[config.mk]
export PLATFORM = sky130hd
export DESIGN_NAME = pc_unit
export DESIGN_NICKNAME = d
export VERILOG_FILES = /design/src/rtl/pc_unit_pkg.sv /design/src/rtl/pc_unit_return_stack.sv /design/src/rtl/pc_unit.sv
export SDC_FILE = /design/constraint.sdc
export NUM_CORES = 1
export LEC_CHECK = 0
export CAP_MARGIN = 20
export CORE_UTILIZATION = 40
export DETAILED_ROUTE_END_ITERATION = 8
export REMOVE_ABC_BUFFERS = 1
export SLEW_MARGIN = 40
export SYNTH_ARGS = -nofsm -noshare
export SYNTH_HDL_FRONTEND = slang
export SYNTH_SLANG_ARGS = --single-unit
[constraint.sdc]
create_clock -name Clock -period 3.6 [get_ports Clock]
set_input_delay 0.36 -clock Clock [delete_from_list [all_inputs] [get_ports Clock]]
set_output_delay 0.36 -clock Clock [all_outputs]
set_load 0.05 [all_outputs]
[src/rtl/pc_unit_pkg.sv]
// pc_unit_pkg -- shared definitions for the program-counter unit.
//   Opcode constants, PC width, return-stack defaults and the stack-guard
//   build setting. The guard is enabled by defining the macro STACK_GUARD_EN;
//   without it the return stack wraps and no fault is ever raised.
package pc_unit_pkg;

  localparam int unsigned PC_W = 8;

  // Instruction opcodes (bits [31:24] of an instruction word).
  typedef enum logic [7:0] {
    OP_NOP  = 8'h00,
    OP_LOAD = 8'h01,
    OP_ADD  = 8'h02,
    OP_SUB  = 8'h03,
    OP_BEQ  = 8'h10,
    OP_BLE  = 8'h11,
    OP_JMP  = 8'h12,
    OP_CALL = 8'h20,
    OP_RET  = 8'h21
  } opcode_e;

  localparam int STACK_DEPTH_DEFAULT = 8;
  localparam logic [PC_W-1:0] TRAP_VECTOR_DEFAULT = 8'hFF;

`ifdef STACK_GUARD_EN
  localparam bit STACK_GUARD = 1'b1;
`else
  localparam bit STACK_GUARD = 1'b0;
`endif

  // Sequential successor of a PC, modulo 256 (FF wraps silently to 00).
  function automatic logic [PC_W-1:0] pc_inc(input logic [PC_W-1:0] pc);
    return pc + 8'd1;
  endfunction

endpackage

[src/rtl/pc_unit_return_stack.sv]
// return_stack -- LIFO of return addresses for pc_unit.
//   i_clk, i_rst_n   : clock, asynchronous active-low reset (clears depth only)
//   i_push, i_pop    : push i_push_data / pop top entry (never both at once)
//   i_push_data      : return address to store
//   o_top_data       : entry at index depth-1 (mod DEPTH)
//   o_depth          : number of valid entries, 0..DEPTH
//   o_full, o_empty  : depth == DEPTH / depth == 0
// Entries are indexed directly by depth modulo DEPTH: a push on a full stack
// lands in entry 0 (the oldest) and a pop on an empty stack reads entry
// DEPTH-1. Depth saturates at DEPTH and floors at 0.
module return_stack
  import pc_unit_pkg::*;
#(
  parameter int DEPTH = STACK_DEPTH_DEFAULT
) (
  input  logic                    i_clk,
  input  logic                    i_rst_n,
  input  logic                    i_push,
  input  logic                    i_pop,
  input  logic [PC_W-1:0]         i_push_data,
  output logic [PC_W-1:0]         o_top_data,
  output logic [$clog2(DEPTH):0]  o_depth,
  output logic                    o_full,
  output logic                    o_empty
);

  localparam int AW = $clog2(DEPTH);
  localparam int DW = AW + 1;
  localparam logic [DW-1:0] FULL_COUNT = DW'(DEPTH);

  logic [PC_W-1:0] r_mem [DEPTH];
  logic [DW-1:0]   r_depth;
  logic [AW-1:0]   w_wr_idx;
  logic [AW-1:0]   w_top_idx;

  assign w_wr_idx   = r_depth[AW-1:0];
  // Adding all-ones is a modulo-DEPTH decrement.
  assign w_top_idx  = w_wr_idx + {AW{1'b1}};
  assign o_top_data = r_mem[w_top_idx];
  assign o_depth    = r_depth;
  assign o_full     = (r_depth == FULL_COUNT);
  assign o_empty    = (r_depth == '0);

  // Contents are not reset; depth 0 marks them invalid.
  always_ff @(posedge i_clk) begin
    if (i_push) r_mem[w_wr_idx] <= i_push_data;
  end

  always_ff @(posedge i_clk or negedge i_rst_n) begin
    if (!i_rst_n) begin
      r_depth <= '0;
    end else if (i_pop) begin
      if (!o_empty) r_depth <= r_depth - DW'(1);
    end else if (i_push) begin
      if (!o_full) r_depth <= r_depth + DW'(1);
    end
  end

endmodule

[src/rtl/pc_unit.sv]
// pc_unit -- program counter with call/return stack.
//   Clock        : sole clock, rising edge
//   Reset        : asynchronous active-low; clears PC, depth and fault flag
//   iStall       : freeze all state this cycle
//   iBranchTaken : load iTarget
//   iCall        : push PC+1, load iTarget
//   iRet         : load top of return stack, pop
//   iTarget      : branch/call destination
//   oAddress     : registered PC (ROM address)
//   oStackDepth  : valid return entries
//   oStackError  : sticky stack fault (only with STACK_GUARD_EN, else 0)
// Priority each cycle: stall > ret > call > branch > increment.
// Build option STACK_GUARD_EN: overflow/underflow suppresses the push/pop,
// jumps to TRAP_VECTOR and latches oStackError until reset.
module pc_unit
  import pc_unit_pkg::*;
#(
  parameter int              STACK_DEPTH = STACK_DEPTH_DEFAULT,
  parameter logic [PC_W-1:0] TRAP_VECTOR = TRAP_VECTOR_DEFAULT
) (
  input  logic                         Clock,
  input  logic                         Reset,
  input  logic                         iStall,
  input  logic                         iBranchTaken,
  input  logic                         iCall,
  input  logic                         iRet,
  input  logic [PC_W-1:0]              iTarget,
  output logic [PC_W-1:0]              oAddress,
  output logic [$clog2(STACK_DEPTH):0] oStackDepth,
  output logic                         oStackError
);

  logic [PC_W-1:0] r_pc;
  logic [PC_W-1:0] w_pc_next;
  logic [PC_W-1:0] w_pc_inc;
  logic [PC_W-1:0] w_top;
  logic            w_do_ret;
  logic            w_do_call;
  logic            w_do_branch;
  logic            w_full;
  logic            w_empty;
  logic            w_fault;
  logic            w_push;
  logic            w_pop;

  // A simultaneous call is dropped in favour of the return.
  assign w_do_ret    = !iStall && iRet;
  assign w_do_call   = !iStall && !iRet && iCall;
  assign w_do_branch = !iStall && !iRet && !iCall && iBranchTaken;

  // STACK_GUARD is a build constant, so without the guard w_fault is 0
  // and the stack's own wrap/saturate behaviour takes over.
  assign w_fault = STACK_GUARD && ((w_do_ret && w_empty) || (w_do_call && w_full));
  assign w_push  = w_do_call && !w_fault;
  assign w_pop   = w_do_ret && !w_fault;
  assign w_pc_inc = pc_inc(r_pc);

  return_stack #(
    .DEPTH (STACK_DEPTH)
  ) u_return_stack (
    .i_clk       (Clock),
    .i_rst_n     (Reset),
    .i_push      (w_push),
    .i_pop       (w_pop),
    .i_push_data (w_pc_inc),
    .o_top_data  (w_top),
    .o_depth     (oStackDepth),
    .o_full      (w_full),
    .o_empty     (w_empty)
  );

  always_comb begin
    w_pc_next = w_pc_inc;
    if (iStall)                        w_pc_next = r_pc;
    else if (w_fault)                  w_pc_next = TRAP_VECTOR;
    else if (w_do_ret)                 w_pc_next = w_top;
    else if (w_do_call || w_do_branch) w_pc_next = iTarget;
  end

  always_ff @(posedge Clock or negedge Reset) begin
    if (!Reset) r_pc <= '0;
    else        r_pc <= w_pc_next;
  end

  assign oAddress = r_pc;

`ifdef STACK_GUARD_EN
  logic r_error;

  always_ff @(posedge Clock or negedge Reset) begin
    if (!Reset)       r_error <= 1'b0;
    else if (w_fault) r_error <= 1'b1;
  end

  assign oStackError = r_error;
`else
  assign oStackError = 1'b0;
`endif

endmodule
Word-level counts from Yosys, hierarchy flattened

Memories as Yosys holds them, arrays and structs flattened.
Cells that the tools add are included.

Add/sub/neg operators: 4
Eq/ne operators: 3
Muxes and demuxes: 8
Reductions and logical operators: 12

Operators by type and width:

| kind                                                   | number |
|---|---|
| two-way mux 4 bit                                      | 4 |
| two-way mux 8 bit                                      | 2 |
| adder 8 x 1 -> 8 bit (second input constant)           | 1 |
| logical AND 1 bit                                      | 5 |
| adder 4 x 1 -> 4 bit (second input constant)           | 1 |
| equality test 4 bit (second input constant)            | 1 |
| logical NOT 4 bit                                      | 1 |
| subtractor 4 x 1 -> 4 bit (second input constant)      | 1 |
| adder 3 bit (second input constant)                    | 1 |
| logical NOT 1 bit                                      | 3 |
| AND reduction 3 bit                                    | 1 |
| two-way mux 1 bit                                      | 2 |
| inequality test 2 x 1 -> 1 bit (second input constant) | 1 |
| inequality test 2 bit (second input constant)          | 1 |
| nonzero test 2 bit                                     | 1 |
| logical OR 1 bit                                       | 1 |

Bits in registers: 12
Bits in writable memories: 64
Bits of input ports: 14
Output and inout bits: 13
Logic and storage cells: 30
Memories kept: 1

Memories:

| memory               | depth | width | rd ports | clocked after memory_dff | write ports | line                       | source |
|---|---|---|---|---|---|---|---|
| u_return_stack.r_mem | 8     | 8     | 1        | 0                        | 1           | pc_unit_return_stack.sv:31 | `logic [PC_W-1:0] r_mem [DEPTH];` |

Longest topological paths before layout

Depth after elaboration: 7
Depth in mapped cells: 9
Depth with buffers taken out: 7

Hierarchy

A second synthesis with hierarchy kept.

Cells, all modules: 195
Area total of the unflattened synthesis: 3,385.7 sq um

By module, submodules not included:

| module       | times used | cells an instance | area each (sq um) | sequential area each (sq um) |
|---|---|---|---|---|
| return_stack | 1          | 136               | 2,821.5           | 2,021.9 |
| pc_unit      | 1          | 59                | 564.3             | 200.2 |

Worst setup path before layout

OpenSTA, ideal clock, no wires.

Kind: reg2reg
From: register u_return_stack.r_depth[0], in the netlist u_return_stack.o_depth[0]
To: register r_pc[7], in the netlist oAddress[7]
Library setup time: 0.126 ns
Arrival time: 2.547 ns
Data required time: 3.474 ns
Slack: 0.927 ns
Stages on the path, launching flop included: 9
Path buffers: 3
Clock period less this slack: 2.673 ns
Cell sequence: dfrtp_1 -> buf_6 -> buf_4 -> inv_2 -> ha_1 -> clkbuf_1 -> mux4_2 -> mux2_2 -> a221o_1

Word-level cells in the longest chain between the ends: 3

Ends and longest elaborated chain:

| element                               | line                       | source |
|---|---|---|
| start, declared                       | pc_unit_return_stack.sv:32 | `logic [DW-1:0] r_depth;` |
| start signal, assigned                | pc_unit_return_stack.sv:53 | `if (!o_empty) r_depth <= r_depth - DW'(1);` |
| start signal, assigned                | pc_unit_return_stack.sv:55 | `if (!o_full) r_depth <= r_depth + DW'(1);` |
| adder 3 bit                           | pc_unit_return_stack.sv:38 | `assign w_top_idx = w_wr_idx + {AW{1'b1}};` |
| named net u_return_stack.w_top_idx[0] | pc_unit_return_stack.sv:34 | `logic [AW-1:0] w_top_idx;` |
| memory (8 x 8 bit)                    | n/a                        |  |
| two-way mux 8 bit                     | pc_unit.sv:76              | `else if (w_do_ret) w_pc_next = w_top;` |
| end signal, assigned                  | pc_unit.sv:82              | `else r_pc <= w_pc_next;` |
| end, declared                         | pc_unit.sv:33              | `logic [PC_W-1:0] r_pc;` |

The timed path passes the listed nets, and every way through them passes these cells.
A chain may end at the register's enable or synchronous reset.

Worst setup path in the final report

From: register u_return_stack.r_depth[1], in the netlist u_return_stack.o_depth[1]
To: register r_pc[7], in the netlist oAddress[7]

Word-level cells in the longest chain between the ends: 3

Ends and longest elaborated chain:

| element            | line |
|---|---|
| adder 3 bit        | pc_unit_return_stack.sv:38 |
| memory (8 x 8 bit) | n/a |
| two-way mux 8 bit  | pc_unit.sv:76 |

No other way between the ends.

==> qor.yml <==
timing:
  tightestPinTransition_ns: 0.820
  fin_ws_ns: 1.04
  drv_slew: 0
  fin_setup_tns_ns: 0
  setup_violations: 0
  fmax_mhz: 391
  min_period_over_period_pct: 71.0
  relSlewSlack_pct: 45.0
  whs_ns: 0.388
  fin_crit_ns: 2.56
  hold_viol_final: 0
  finClkSkew_ns: 0.00831
  grt_setup_unrepaired: "no"
run:
  cap_violations: 0
floorplanning:
  rows: 32
  die_h_um: 92.9
  start_util_pct: 42.2
  boundaryPins: 27
  die_w_um: 92.9
  dieArea_mm2: 0.00864
  core_mm2: 0.00785
clock_tree:
  post_cts_resize_count: 0
  clk_pin_slew_ns: 0.08
  holdBufCountCts: 0
  clock_latency_ns: 0.35
  root_buffer: "clkbuf_8"
  cts_buffers: 9
  cts.sinks: 76
  cts_setup_buffers: 0
  clk_path_buf_depth: 2
  cts_tree: "built"
  htree_levels: 3
min_path:
  hp-class: "in -> async"
synthesis:
  yosysSeqAreaShare_pct: 67.2
  ys.flop_type: "edfxtp_1"
  ys_ff_latch: 76
  ys_types: 42
  synth_edf_count: 64
  synth_cells: 198
  synthArstFlopShare_pct: 15.8
  postSynthAreaPerCell_um2: 16.7
  yosys_warnings: 0
  netlist_area_mm2: 0.00331
routing:
  drtAntennaViolNets: 0
  wl_per_cell_um: 20.2
  post-route-drc-count: 0
  num_vias: 1837
  routed_wl_um: 6780
  routed_via_density: 5.48
  first_pass_iters: 4
  drt-initial-drc-count: 104
setup_path:
  crit_required_ns: 3.83
  max_stage_delay_ns: 0.81
  path_buf_inv: 1
  path_cells: "inv_1 -> ha_1 -> mux4_2 -> mux2_2 -> a221o_1"
  cp.arrival_ns: 2.79
  start_kind: "flip-flop"
  ff2ff_setup_slack_ns: 1.04
  worstSetupPathType: "reg -> reg"
  critPathCaptureType: "flip-flop"
  cp_max_fo: 16
  critPathSlowestCell: "ha_1"
  critical_path.top_delay_family: "adder cells"
power_and_ir_drop:
  powerDensity_mw_per_mm2: 880
  vdd_drop_max_uv: 320
  internal_power_mw: 2.05
  p_sw_mw: 1.33
  seq_power_share_pct: 39.7
  leakage_nw: 1.28
  finalPower_mw: 3.37
  p_sw_share_pct: 39.3
  combPwrFrac_pct: 43.8
  clkPwrFrac_pct: 16.5
place:
  place_ws_ns: 0.948
  place_area_mm2: 0.00367
  place.port_buffers: 25
  dp.final_hpwl_um: 4730
  place_congestion: 0.767
grt:
  antenna_found_initial: 0
  grt_pass1_vias: 1873
  grt_use_total_pct: 17.4
  grt_pass1_wl_um: 10700
  grt_max_degree: 20
  gr-total-overflow: 0
layout:
  final_design_area_no_fill_mm2: 0.00383
  insertedDiodeCount: 0
  area_growth_pct: 15.8
  layout_commonest_cell: "edfxtp_1"
  drive_gt1_share_pct: 16.7
  final_cell_mix: "64 x edfxtp_1, 25 x clkdlybuf4s50_1, 16 x mux4_2"
  fin_nets: 246
outcome:
  status: "finished clean"
-- cell type report --
type                            instances  area (um^2)
Sequential cell                        76         2220
Timing Repair Buffer                   28          273
Inverter                                4         15.0
Fill cell                             695         4020
Tap cell                              102          128
Clock inverter                          5         28.8
Multi-Input combinational cell        109         1030
Clock buffer                           11          131
-- stage by stage --
step	cells	utilization, %
2_1_floorplan	189	-
6_report	335	48.8
5_1_grt	335	48.8
4_1_cts	335	48.8
3_5_place_dp	319	46.8
3_3_place_gp	319	46.6
-- state kept, by name, summed over array words and instances (netlist names) --
name                    count
u_return_stack.r_mem       64
oAddress                    8
u_return_stack.o_depth      4
-- worst reg2reg max path: cells and delay by family, from the launching register on --
| kind | cells | cell delay (ns) |
|---|---|---|
| adders and majority gates | 1 | 0.81 |
| AOI/OAI and AO/OA | 1 | 0.32 |
| muxes | 2 | 0.69 |
| buffers and inverters | 1 | 0.16 |
| DFF | 1 | 0.45 |
-- worst paths after layout --
kind                                           startpoint                         to  cells past startpoint
worst max-delay path            u_return_stack.o_depth[1]                oAddress[7]                      5
worst min-delay path                                Reset  u_return_stack.o_depth[2]                      1
worst max register to register  u_return_stack.o_depth[1]                oAddress[7]                      5
worst min register to register  u_return_stack.o_depth[3]  u_return_stack.o_depth[3]                      1
max in group asynchronous                           Reset                oAddress[3]                      1
min in group Clock              u_return_stack.o_depth[3]  u_return_stack.o_depth[3]                      1
-- power groups by stage --
stage                     sequential, mW  clock, mW  combinational, mW
after floorplan                     1.60          0              0.753
after global placement              1.35          0               1.46
after CTS                           1.34      0.563               1.50
after detailed placement            1.36          0               1.49
after global routing                1.36      0.598               1.59
final                               1.34      0.556               1.48
-- layer usage --
metal	global-route usage [%]	wire length (um)	vias to the layer above
met3	3.53	288	8
met2	26.5	3210	50
li1	-	-	845
met5	0	0	-
met1	24.3	3190	934
met4	7.69	98	0
-- cells by family after synthesis --
kind of cell,after synthesis,synth area share (%)
muxes,28,14.6
xor gates and xnor gates,10,3.22
DFF,76,67.2
AOI/OAI and AO/OA,25,5.56
adders and majority gates,4,1.51
other,1,0.113
buffers and inverters,13,2.04
and+or+nand+nor,41,5.79
-- Yosys cell counts (2+ instances only) --
cell type | number | share of area (%)
a311oi_1 | 2 | 0.53
buf_2 | 3 | 0.45
buf_4 | 2 | 0.45
clkbuf_1 | 3 | 0.34
dfrtp_1 | 12 | 9.1
edfxtp_1 | 64 | 58
ha_1 | 4 | 1.5
inv_1 | 3 | 0.34
mux2_2 | 2 | 0.68
mux2i_1 | 10 | 3.0
mux4_2 | 16 | 11
nand2_1 | 12 | 1.4
nand3_1 | 5 | 0.76
nand4_1 | 2 | 0.38
nor2_1 | 11 | 1.2
nor3_1 | 3 | 0.45
nor3b_1 | 2 | 0.45
o21ai_0 | 7 | 1.1
o221ai_1 | 5 | 1.3
xnor2_1 | 7 | 1.9
xor2_1 | 2 | 0.53
Note: power is estimated with default switching activity, not from simulation.
